===== src/rtl/iir_pkg.sv =====
// Shared definitions for the IIR run controller: widths, coefficient map and FSM states.
package iir_pkg;

   localparam int DW    = 12;
   localparam int NCOEF = 5;
   localparam int AW    = 3;

   localparam logic [AW-1:0] COEF_B0 = 3'd0;
   localparam logic [AW-1:0] COEF_B1 = 3'd1;
   localparam logic [AW-1:0] COEF_B2 = 3'd2;
   localparam logic [AW-1:0] COEF_A1 = 3'd3;
   localparam logic [AW-1:0] COEF_A2 = 3'd4;

   typedef enum logic [2:0] {
      ST_IDLE,
      ST_CLEAR,
      ST_RUN,
      ST_DRAIN,
      ST_FIN
   } state_t;

endpackage


===== src/rtl/iir_ctrl_if.sv =====
// Bundle of configuration, run-control, source and filter-side signals of iir_ctrl.
interface iir_ctrl_if
   import iir_pkg::*;
#(
   parameter int DW    = iir_pkg::DW,
   parameter int NCOEF = iir_pkg::NCOEF,
   parameter int CNT_W = 16
) ();

   logic                CFG_WE;
   logic [AW-1:0]       CFG_ADDR;
   logic [DW-1:0]       CFG_DATA;
   logic                CFG_ERR;
   logic [NCOEF*DW-1:0] COEF;
   logic                START;
   logic                ABORT;
   logic [CNT_W-1:0]    NSAMP;
   logic                SRC_VALID;
   logic [DW-1:0]       SRC_DATA;
   logic                SRC_READY;
   logic [DW-1:0]       FILT_DIN;
   logic                FILT_VIN;
   logic                FILT_CLR;
   logic                FILT_VOUT;
   logic [CNT_W-1:0]    OUT_CNT;
   logic                BUSY;
   logic                DONE;
   logic                TIMEOUT;

   modport slave (
      input  CFG_WE, CFG_ADDR, CFG_DATA, START, ABORT, NSAMP,
             SRC_VALID, SRC_DATA, FILT_VOUT,
      output CFG_ERR, COEF, SRC_READY, FILT_DIN, FILT_VIN, FILT_CLR,
             OUT_CNT, BUSY, DONE, TIMEOUT
   );

   modport master (
      output CFG_WE, CFG_ADDR, CFG_DATA, START, ABORT, NSAMP,
             SRC_VALID, SRC_DATA, FILT_VOUT,
      input  CFG_ERR, COEF, SRC_READY, FILT_DIN, FILT_VIN, FILT_CLR,
             OUT_CNT, BUSY, DONE, TIMEOUT
   );

endinterface


===== src/rtl/iir_coef_bank.sv =====
// Coefficient register file; writes are only legal while the controller is idle.
module iir_coef_bank
   import iir_pkg::*;
#(
   parameter int DW    = iir_pkg::DW,
   parameter int NCOEF = iir_pkg::NCOEF
) (
   input  logic                clk,
   input  logic                rst,
   input  logic                idle,
   input  logic                we,
   input  logic [AW-1:0]       addr,
   input  logic [DW-1:0]       data,
   output logic                err,
   output logic [NCOEF*DW-1:0] coef
);

   logic [DW-1:0] bank_q [NCOEF];
   logic          addr_ok;
   logic          write_ok;

   assign addr_ok  = int'(addr) < NCOEF;
   assign write_ok = we && idle && addr_ok;

   // NOTE: the bank must read zero after reset, so every entry is a reset flop rather than an unreset RAM.
   always_ff @(posedge clk or posedge rst) begin
      if (rst) begin
         for (int i = 0; i < NCOEF; i++) bank_q[i] <= '0;
         err <= 1'b0;
      end else begin
         // NOTE: non-blocking assignments keep every flop sampling pre-edge values regardless of statement order.
         err <= we && !write_ok;
         if (write_ok) bank_q[addr] <= data;
      end
   end

   for (genvar i = 0; i < NCOEF; i++) begin : g_coef
      assign coef[i*DW +: DW] = bank_q[i];
   end

endmodule


===== src/rtl/iir_ctrl.sv =====
// Run controller for the second-order IIR filter: clears the filter, streams a counted
// number of samples into it, waits for the matching outputs and reports completion.
module iir_ctrl
   import iir_pkg::*;
#(
   parameter int DW        = iir_pkg::DW,
   parameter int NCOEF     = iir_pkg::NCOEF,
   parameter int CNT_W     = 16,
   parameter int DRAIN_MAX = 16
) (
   input  logic      CLK,
   input  logic      RST,
   iir_ctrl_if.slave bus
);

   localparam int WW = $clog2(DRAIN_MAX + 1);
   localparam logic [CNT_W-1:0] CNT_ONE   = 1;
   localparam logic [WW-1:0]    WAIT_ONE  = 1;
   localparam logic [WW-1:0]    WAIT_LAST = WW'(DRAIN_MAX - 1);

   state_t           state_q, state_d;
   logic [CNT_W-1:0] nsamp_q, in_cnt_q, out_cnt_q;
   logic [WW-1:0]    wait_q;
   logic [DW-1:0]    din_q;
   logic             vin_q, abort_clr_q, timeout_q;
   logic             start_acc, abort_acc, hs, last_in;
   logic             drain_done, drain_tmo, count_out;

   assign start_acc  = (state_q == ST_IDLE) && bus.START;
   assign abort_acc  = bus.ABORT && (state_q inside {ST_CLEAR, ST_RUN, ST_DRAIN});
   // An abort in the same cycle as a handshake swallows the sample.
   assign hs         = (state_q == ST_RUN) && bus.SRC_VALID && !bus.ABORT;
   assign last_in    = hs && ((in_cnt_q + CNT_ONE) == nsamp_q);
   assign drain_done = (state_q == ST_DRAIN) && (out_cnt_q == nsamp_q);
   assign drain_tmo  = (state_q == ST_DRAIN) && !drain_done && (wait_q == WAIT_LAST);
   assign count_out  = bus.FILT_VOUT && (state_q inside {ST_RUN, ST_DRAIN}) && (out_cnt_q != '1);

   always_ff @(posedge CLK or posedge RST) begin
      if (RST) state_q <= ST_IDLE;
      else     state_q <= state_d;
   end

   always_comb begin
      // NOTE: defaulting to the current state first means no path leaves state_d unassigned, so no latch.
      state_d = state_q;
      unique case (state_q)
         ST_IDLE:  if (bus.START) state_d = ST_CLEAR;
         ST_CLEAR: if (abort_acc)                       state_d = ST_IDLE;
                   else if (nsamp_q == '0)              state_d = ST_FIN;
                   else                                 state_d = ST_RUN;
         ST_RUN:   if (abort_acc)                       state_d = ST_IDLE;
                   else if (last_in)                    state_d = ST_DRAIN;
         ST_DRAIN: if (abort_acc)                       state_d = ST_IDLE;
                   else if (drain_done || drain_tmo)    state_d = ST_FIN;
         ST_FIN:   state_d = ST_IDLE;
         default:  state_d = ST_IDLE;
      endcase
   end

   always_comb begin
      bus.SRC_READY = (state_q == ST_RUN);
      bus.FILT_CLR  = (state_q == ST_CLEAR) || abort_clr_q;
      bus.BUSY      = (state_q != ST_IDLE);
      bus.DONE      = (state_q == ST_FIN);
      bus.FILT_VIN  = vin_q;
      bus.FILT_DIN  = din_q;
      bus.OUT_CNT   = out_cnt_q;
      bus.TIMEOUT   = timeout_q;
   end

   always_ff @(posedge CLK or posedge RST) begin
      if (RST) begin
         nsamp_q     <= '0;
         in_cnt_q    <= '0;
         out_cnt_q   <= '0;
         wait_q      <= '0;
         din_q       <= '0;
         vin_q       <= 1'b0;
         abort_clr_q <= 1'b0;
         timeout_q   <= 1'b0;
      end else begin
         abort_clr_q <= abort_acc;
         vin_q       <= hs;
         if (hs) din_q <= bus.SRC_DATA;
         wait_q <= (state_q == ST_DRAIN) ? wait_q + WAIT_ONE : '0;
         if (start_acc) begin
            nsamp_q   <= bus.NSAMP;
            in_cnt_q  <= '0;
            out_cnt_q <= '0;
            timeout_q <= 1'b0;
         end else begin
            if (hs)                        in_cnt_q  <= in_cnt_q + CNT_ONE;
            if (count_out)                 out_cnt_q <= out_cnt_q + CNT_ONE;
            if (drain_tmo && !bus.ABORT)   timeout_q <= 1'b1;
         end
      end
   end

   iir_coef_bank #(
      .DW    (DW),
      .NCOEF (NCOEF)
   ) u_coef_bank (
      .clk  (CLK),
      .rst  (RST),
      .idle (state_q == ST_IDLE),
      .we   (bus.CFG_WE),
      .addr (bus.CFG_ADDR),
      .data (bus.CFG_DATA),
      .err  (bus.CFG_ERR),
      .coef (bus.COEF)
   );

endmodule


===== src/flat_wrapper.sv =====
// flat-port wrapper written by rule: the top's interface ports become plain ports
module iir_ctrl_flat import iir_pkg::*;
#(
   parameter int DW        = iir_pkg::DW,
   parameter int NCOEF     = iir_pkg::NCOEF,
   parameter int CNT_W     = 16,
   parameter int DRAIN_MAX = 16
)
  (CLK, RST, bus_CFG_WE, bus_CFG_ADDR, bus_CFG_DATA, bus_START, bus_ABORT, bus_NSAMP, bus_SRC_VALID, bus_SRC_DATA, bus_FILT_VOUT, bus_CFG_ERR, bus_COEF, bus_SRC_READY, bus_FILT_DIN, bus_FILT_VIN, bus_FILT_CLR, bus_OUT_CNT, bus_BUSY, bus_DONE, bus_TIMEOUT);
  iir_ctrl_if #(.DW(DW), .NCOEF(NCOEF), .CNT_W(CNT_W)) bus_i ();
  input  logic CLK;
  input  logic RST;
  input wire logic [$bits(bus_i.CFG_WE)-1:0] bus_CFG_WE;
  input wire logic [$bits(bus_i.CFG_ADDR)-1:0] bus_CFG_ADDR;
  input wire logic [$bits(bus_i.CFG_DATA)-1:0] bus_CFG_DATA;
  input wire logic [$bits(bus_i.START)-1:0] bus_START;
  input wire logic [$bits(bus_i.ABORT)-1:0] bus_ABORT;
  input wire logic [$bits(bus_i.NSAMP)-1:0] bus_NSAMP;
  input wire logic [$bits(bus_i.SRC_VALID)-1:0] bus_SRC_VALID;
  input wire logic [$bits(bus_i.SRC_DATA)-1:0] bus_SRC_DATA;
  input wire logic [$bits(bus_i.FILT_VOUT)-1:0] bus_FILT_VOUT;
  output wire logic [$bits(bus_i.CFG_ERR)-1:0] bus_CFG_ERR;
  output wire logic [$bits(bus_i.COEF)-1:0] bus_COEF;
  output wire logic [$bits(bus_i.SRC_READY)-1:0] bus_SRC_READY;
  output wire logic [$bits(bus_i.FILT_DIN)-1:0] bus_FILT_DIN;
  output wire logic [$bits(bus_i.FILT_VIN)-1:0] bus_FILT_VIN;
  output wire logic [$bits(bus_i.FILT_CLR)-1:0] bus_FILT_CLR;
  output wire logic [$bits(bus_i.OUT_CNT)-1:0] bus_OUT_CNT;
  output wire logic [$bits(bus_i.BUSY)-1:0] bus_BUSY;
  output wire logic [$bits(bus_i.DONE)-1:0] bus_DONE;
  output wire logic [$bits(bus_i.TIMEOUT)-1:0] bus_TIMEOUT;
  assign bus_i.CFG_WE = bus_CFG_WE;
  assign bus_i.CFG_ADDR = bus_CFG_ADDR;
  assign bus_i.CFG_DATA = bus_CFG_DATA;
  assign bus_i.START = bus_START;
  assign bus_i.ABORT = bus_ABORT;
  assign bus_i.NSAMP = bus_NSAMP;
  assign bus_i.SRC_VALID = bus_SRC_VALID;
  assign bus_i.SRC_DATA = bus_SRC_DATA;
  assign bus_i.FILT_VOUT = bus_FILT_VOUT;
  assign bus_CFG_ERR = bus_i.CFG_ERR;
  assign bus_COEF = bus_i.COEF;
  assign bus_SRC_READY = bus_i.SRC_READY;
  assign bus_FILT_DIN = bus_i.FILT_DIN;
  assign bus_FILT_VIN = bus_i.FILT_VIN;
  assign bus_FILT_CLR = bus_i.FILT_CLR;
  assign bus_OUT_CNT = bus_i.OUT_CNT;
  assign bus_BUSY = bus_i.BUSY;
  assign bus_DONE = bus_i.DONE;
  assign bus_TIMEOUT = bus_i.TIMEOUT;
  iir_ctrl #(.DW(DW), .NCOEF(NCOEF), .CNT_W(CNT_W), .DRAIN_MAX(DRAIN_MAX)) u_core (.CLK(CLK), .RST(RST), .bus(bus_i));
endmodule

===== config.mk =====
export PLATFORM = sky130hd
export DESIGN_NAME = iir_ctrl_flat
export DESIGN_NICKNAME = d
export VERILOG_FILES = /design/src/rtl/iir_pkg.sv /design/src/rtl/iir_ctrl_if.sv /design/src/rtl/iir_coef_bank.sv /design/src/rtl/iir_ctrl.sv /design/src/flat_wrapper.sv
export SDC_FILE = /design/constraint.sdc
export NUM_CORES = 1
export LEC_CHECK = 0
export ABC_AREA = 1
export ABC_CLOCK_PERIOD_IN_PS = 4040
export CORE_MARGIN = 3
export CORE_UTILIZATION = 40
export DETAILED_ROUTE_END_ITERATION = 10
export PLACE_DENSITY_LB_ADDON = 0.08
export SYNTH_ARGS = -nofsm -noshare
export SYNTH_HDL_FRONTEND = slang
export SYNTH_SLANG_ARGS = --single-unit

===== constraint.sdc =====
create_clock -name CLK -period 4.04 [get_ports CLK]
set_clock_uncertainty 0.15 [all_clocks]
set_input_delay 0.606 -clock CLK [delete_from_list [all_inputs] [get_ports CLK]]
set_output_delay 0.606 -clock CLK [all_outputs]
set_load 0.02 [all_outputs]

==> results of run 1 <==
report_power, final:
part	total (uW)	switching, uW	internal [uW]
clock	1620	583	1030
sequential	2100	325	1770
combinational	2290	1290	999
metrics by stage:
step                      std cells  area (um^2)
after CTS                      1131         8530
final                          1131         8530
after global routing           1131         8530
after global placement         1099         7920
after detailed placement       1099         7920
after floorplan                 760         6260
flip-flops by register name, summed over array words and instances, names as in the netlist:
signal                   cells
u_core.bus.FILT_VIN          1
u_core.abort_clr_q           1
u_core.in_cnt_q             16
u_core.bus.FILT_DIN         12
u_core.bus.TIMEOUT           1
u_core.wait_q                5
u_core.u_coef_bank.err       1
u_core.bus.OUT_CNT          16
u_core.state_q               3
u_core.u_coef_bank.coef     60
u_core.nsamp_q              16
layer usage:
layer | wire length (um) | share of wire (%)
met2 | 8620 | 50
met3 | 1040 | 6.0
met4 | 289 | 1.7
met5 | 0 | 0
met1 | 7230 | 42
cell type report:
class	instances	area, um^2
Fill cell	1386	6730
Inverter	93	353
Tap cell	211	264
Clock inverter	12	179
Timing Repair Buffer	147	1480
Sequential cell	132	3300
Multi-Input combinational cell	516	2520
Clock buffer	20	437
cells in the mapped netlist (4+ instances only):
library cell,count,share of area [%]
a21oi_1,13,1.0
buf_2,9,0.72
clkbuf_1,7,0.42
dfrtp_1,132,53
ha_1,4,0.80
inv_1,87,5.2
inv_2,5,0.30
nand2_1,233,14
nand2_2,5,0.50
nand3_1,45,3.6
nand3_2,5,0.80
nand4_1,19,1.9
nor2_1,38,2.3
nor2_2,9,0.90
nor3_1,9,0.72
o21ai_0,79,6.3
o21ai_1,13,1.0
o22ai_1,11,1.1
xnor2_1,9,1.3
path summary, 6_finish.rpt:
check | end | cells past startpoint | from
setup reg to reg | u_core.in_cnt_q[11] | 8 | u_core.state_q[1]
hold / removal | u_core.wait_q[0] | 1 | u_core.wait_q[0]
setup / recovery | bus_SRC_READY | 4 | u_core.state_q[2]
hold reg to reg | u_core.wait_q[0] | 1 | u_core.wait_q[0]
max in group asynchronous | u_core.nsamp_q[13] | 3 | RST
min in group asynchronous | u_core.bus.FILT_DIN[7] | 2 | RST
logic make-up after synthesis:
family	share of synthesized area, %
AOI/OAI and AO/OA	10.1
xor gates and xnor gates	1.40
adders and majority gates	0.800
buffers and inverters	6.96
DFF	52.8
and+or+nand+nor	27.9
critical path: cells and delay by family (launching register included):
family,cells,cell delay [ns]
buffers and inverters,2,0.76
flip-flops,1,0.43
AND/OR/NAND/NOR,2,0.23
==> results_dict.tcl, run 1 <==
set metrics [dict create \
    slowest_delay_ns 0.62 \
    hold_class "flip-flop to flip-flop" \
    p_per_area_mw_per_mm2 704 \
    numCtsBuffers 17 \
    die-area_mm2 0.0172 \
    num_vias 5590 \
    wl_per_cell_um 15.2 \
    drt_pass1_iterations 5 \
    clockBufferDepth 2 \
    cts_tree "yes" \
    most-common-layout-cells "233 x nand2_1, 144 x clkdlybuf4s50_1, 132 x dfrtp_1, 86 x inv_1, 79 x o21ai_0" \
    setup_slack_ns 1.46 \
    outcome "finished clean" \
    antenna_found_initial 0 \
    ctsHoldBuffers 0 \
    drt-initial-drc-count 370 \
    netlist-cell-type-count 38 \
    final_nets 961 \
    use_met2_pct 35.4 \
    ctsResizeCount 0 \
    cp-end-kind "output port" \
    grt_pass1_wl_um 28100 \
    p_leak_uw 0.00387 \
    final_hold_viol_count 0 \
    final_util_pct 55.9 \
    die_width_um 131 \
    fp-row-count 45 \
    drv_slew 0 \
    r2r_slack_ns 1.71 \
    cts.sinks 132 \
    coreArea_mm2 0.0153 \
    synth_fp_nets 814 \
    met3_usage_pct 6.16 \
    start_util_pct 41.0 \
    syn_to_final_growth_pct 36.4 \
    path_max_fanout 4 \
    syn-cell-area_mm2 0.00626 \
    setup_viol 0 \
    grt_pass1_vias 5668 \
    antenna_left 0 \
    min_period_over_period_pct 63.9 \
    ys_ff_latch 132 \
    grt-busiest-layer "met2" \
    cp_cell_sequence "nor2_2, nand2_1, inv_1, clkdlybuf4s50_1" \
    cts_root_buffer "clkbuf_16" \
    htreeDepth 4 \
    dp_worst_setup_slack_ns 1.09 \
    drc 0 \
    wl_um 17200 \
    die_h_um 131 \
    cts_setup_buffers 0 \
    pin_count 145 \
    worst_path_max_delay_cell "clkdlybuf4s50_1" \
    grt_util_met1_pct 25.6 \
    peakVddDrop_v 0.000371 \
    critical_path_arrival_ns 1.82 \
    p_total_uw 6010 \
    fin_crit_ns 2.58 \
    worst_pin_slew_ns 0.728 \
    cp.required_ns 3.28 \
    layout_commonest_cell "nand2_1" \
    clock.fmax_mhz 387 \
    gp_congestion 0.822 \
    seq_area_frac_synth_pct 52.8 \
    vias_per_cell 4.94 \
    grt_use_total_pct 20.9 \
    holdWs_ns 0.313 \
    grt_max_degree 74 \
    avgSynthCellArea_um2 8.23 \
    overflow 0 \
    antenna_cells 0 \
    rsz0062_at_grt "false" \
    synthFlopType "dfrtp_1" \
    netlist_instances 760 \
    drive_gt1_share_pct 7.93 \
    drv_cap 0 \
    clkSlewWorstSetupHoldPaths_ns 0.06 \
    insertion_delay_ns 0.42 \
    yosys_warnings 0 \
    ys_async_sr_fraction_pct 100 \
    hpwl_um 12600 \
    maxSlewHeadroom_pct 51.3 \
    criticalPathCategory "flip-flop to output port" \
    numPortBuffers 144 \
    setup_tns_ns 0 \
    synth_edf_count 0 \
    crit_path_start_kind "flip-flop" \
]
No activity file was read; power rests on OpenSTA's default activity.
==> run 2, diff against run 1 <==
--- a/config.mk
+++ b/config.mk
@@ -6,7 +6,7 @@
 export NUM_CORES = 1
 export LEC_CHECK = 0
 export ABC_AREA = 1
-export ABC_CLOCK_PERIOD_IN_PS = 4040
+export ABC_CLOCK_PERIOD_IN_PS = 2600
 export CORE_MARGIN = 3
 export CORE_UTILIZATION = 40
 export DETAILED_ROUTE_END_ITERATION = 10
==> constraint.sdc (replaced) <==
create_clock -name CLK -period 2.6 [get_ports CLK]
set_clock_uncertainty 0.15 [all_clocks]
set_input_delay 0.39 -clock CLK [delete_from_list [all_inputs] [get_ports CLK]]
set_output_delay 0.39 -clock CLK [all_outputs]
set_load 0.02 [all_outputs]
==> results_dict.tcl, run 2 (synthesized netlist as in run 1, its figures left out) <==
set metrics [dict create \
    numCtsBuffers 17 \
    die_h_um 131 \
    grt_max_degree 70 \
    wl_per_cell_um 15.0 \
    ctsResizeCount 0 \
    rsz0062_at_grt "false" \
    grt_pass1_wl_um 27500 \
    drt-initial-drc-count 339 \
    final_util_pct 56.1 \
    htreeDepth 4 \
    coreArea_mm2 0.0153 \
    antenna_cells 0 \
    drv_cap 0 \
    most-common-layout-cells "233 x nand2_1, 144 x clkdlybuf4s50_1, 132 x dfrtp_1, 86 x inv_1, 79 x o21ai_0" \
    p_total_uw 9200 \
    wl_um 17000 \
    drv_slew 0 \
    grt_use_total_pct 20.6 \
    ctsHoldBuffers 0 \
    overflow 0 \
    clockBufferDepth 2 \
    drc 0 \
    die_width_um 131 \
    syn_to_final_growth_pct 36.8 \
    drive_gt1_share_pct 8.74 \
    pin_count 145 \
    clkSlewWorstSetupHoldPaths_ns 0.06 \
    die-area_mm2 0.0172 \
    vias_per_cell 4.90 \
    criticalPathCategory "flip-flop to output port" \
    final_nets 968 \
    cts_tree "yes" \
    num_vias 5574 \
    fin_crit_ns 2.34 \
    crit_path_start_kind "flip-flop" \
    n_fill_cell 1418 \
    critical_path_arrival_ns 1.80 \
    clock.fmax_mhz 428 \
    peakVddDrop_v 0.000664 \
    setup_viol 0 \
    cts.sinks 132 \
    outcome "finished clean" \
    crit_path_start "u_core.state_q[2]" \
    setup_tns_ns 0 \
    r2r-start "u_core.in_cnt_q[1]" \
    cp_cell_sequence "nor2_2, nand2_1, inv_1, clkdlybuf4s50_1" \
    maxSlewHeadroom_pct 62.1 \
    layout_commonest_cell "nand2_1" \
    grt_pass1_vias 5478 \
    final_hold_viol_count 0 \
    hpwl_um 12500 \
    cts_root_buffer "clkbuf_16" \
    slowest_delay_ns 0.61 \
    min_period_over_period_pct 90.0 \
    worst_pin_slew_ns 0.563 \
    use_met2_pct 33.4 \
    antenna_left 0 \
    fp-row-count 45 \
    antenna_found_initial 0 \
    cts_setup_buffers 0 \
    drt_pass1_iterations 5 \
    cp-end-kind "output port" \
    hold_class "primary input to async pin" \
    largest_register_ffs 60 \
    path_max_fanout 4 \
    numPortBuffers 144 \
    start_util_pct 41.0 \
    worst_path_max_delay_cell "clkdlybuf4s50_1" \
    cp.required_ns 2.06 \
    met3_usage_pct 6.48 \
    grt-busiest-layer "met2" \
    grt_util_met1_pct 25.9 \
    p_per_area_mw_per_mm2 1070 \
    insertion_delay_ns 0.42 \
    gp_congestion 0.871 \
    p_leak_uw 0.00389 \
]
==> run 2: final cells by class <==
cell class | instances | area [um^2] | share of cell area, %
clock inverters | 12 | 133 | 1.55
flip-flops and latches | 132 | 3300 | 38.6
inverters | 93 | 353 | 4.12
multi-input cells | 516 | 2520 | 29.4
well taps | 211 | 264 | 3.08
clock buffers | 20 | 447 | 5.22
repair buffers | 154 | 1540 | 18.0
==> run 2: worst max-delay path: cells and delay by family, from the launching register on <==
kind | cells | cell delay [ns]
buffers and inverters | 2 | 0.72
flip-flops | 1 | 0.43
AND/OR/NAND/NOR | 2 | 0.23
==> run 2: routing by layer <==
| metal | routed length, um | vias to the layer above | part of all wire, % |
|---|---|---|---|
| li1 | - | 2756 | - |
| met3 | 1140 | 20 | 6.7 |
| met1 | 7330 | 2650 | 43 |
| met4 | 294 | 0 | 1.7 |
| met2 | 8280 | 148 | 49 |
| met5 | 0 | - | 0 |
==> run 2: metrics by stage <==
step                      setup slack (ns)  cells  hold slack [ns]  area, um^2
after floorplan                      0.423    760            0.281        6260
after global placement               0.209   1106            0.298        7980
final                                0.261   1138            0.326        8560
after CTS                            0.227   1138            0.331        8560
after global routing                 0.160   1138            0.350        8560
after detailed placement             0.104   1106            0.314        7980
==> run 2: path summary, 6_finish.rpt <==
check / end / slack [ns] / cells past startpoint
min in group CLK: u_core.bus.FILT_DIN[4] / 0.33 / 2
max in group asynchronous: u_core.u_coef_bank.coef[57] / 1.68 / 3
min reg2reg: u_core.bus.FILT_DIN[4] / 0.33 / 2
min: u_core.u_coef_bank.coef[29] / 0.33 / 3
max: bus_SRC_READY / 0.26 / 4
max reg2reg: u_core.state_q[1] / 0.39 / 14
==> run 2: power by group <==
group | leakage, uW | switching (uW) | internal (uW) | total, uW
clock network | 0.000276 | 906 | 1440 | 2340
registers | 0.00173 | 525 | 2750 | 3280
logic | 0.00189 | 2010 | 1580 | 3580
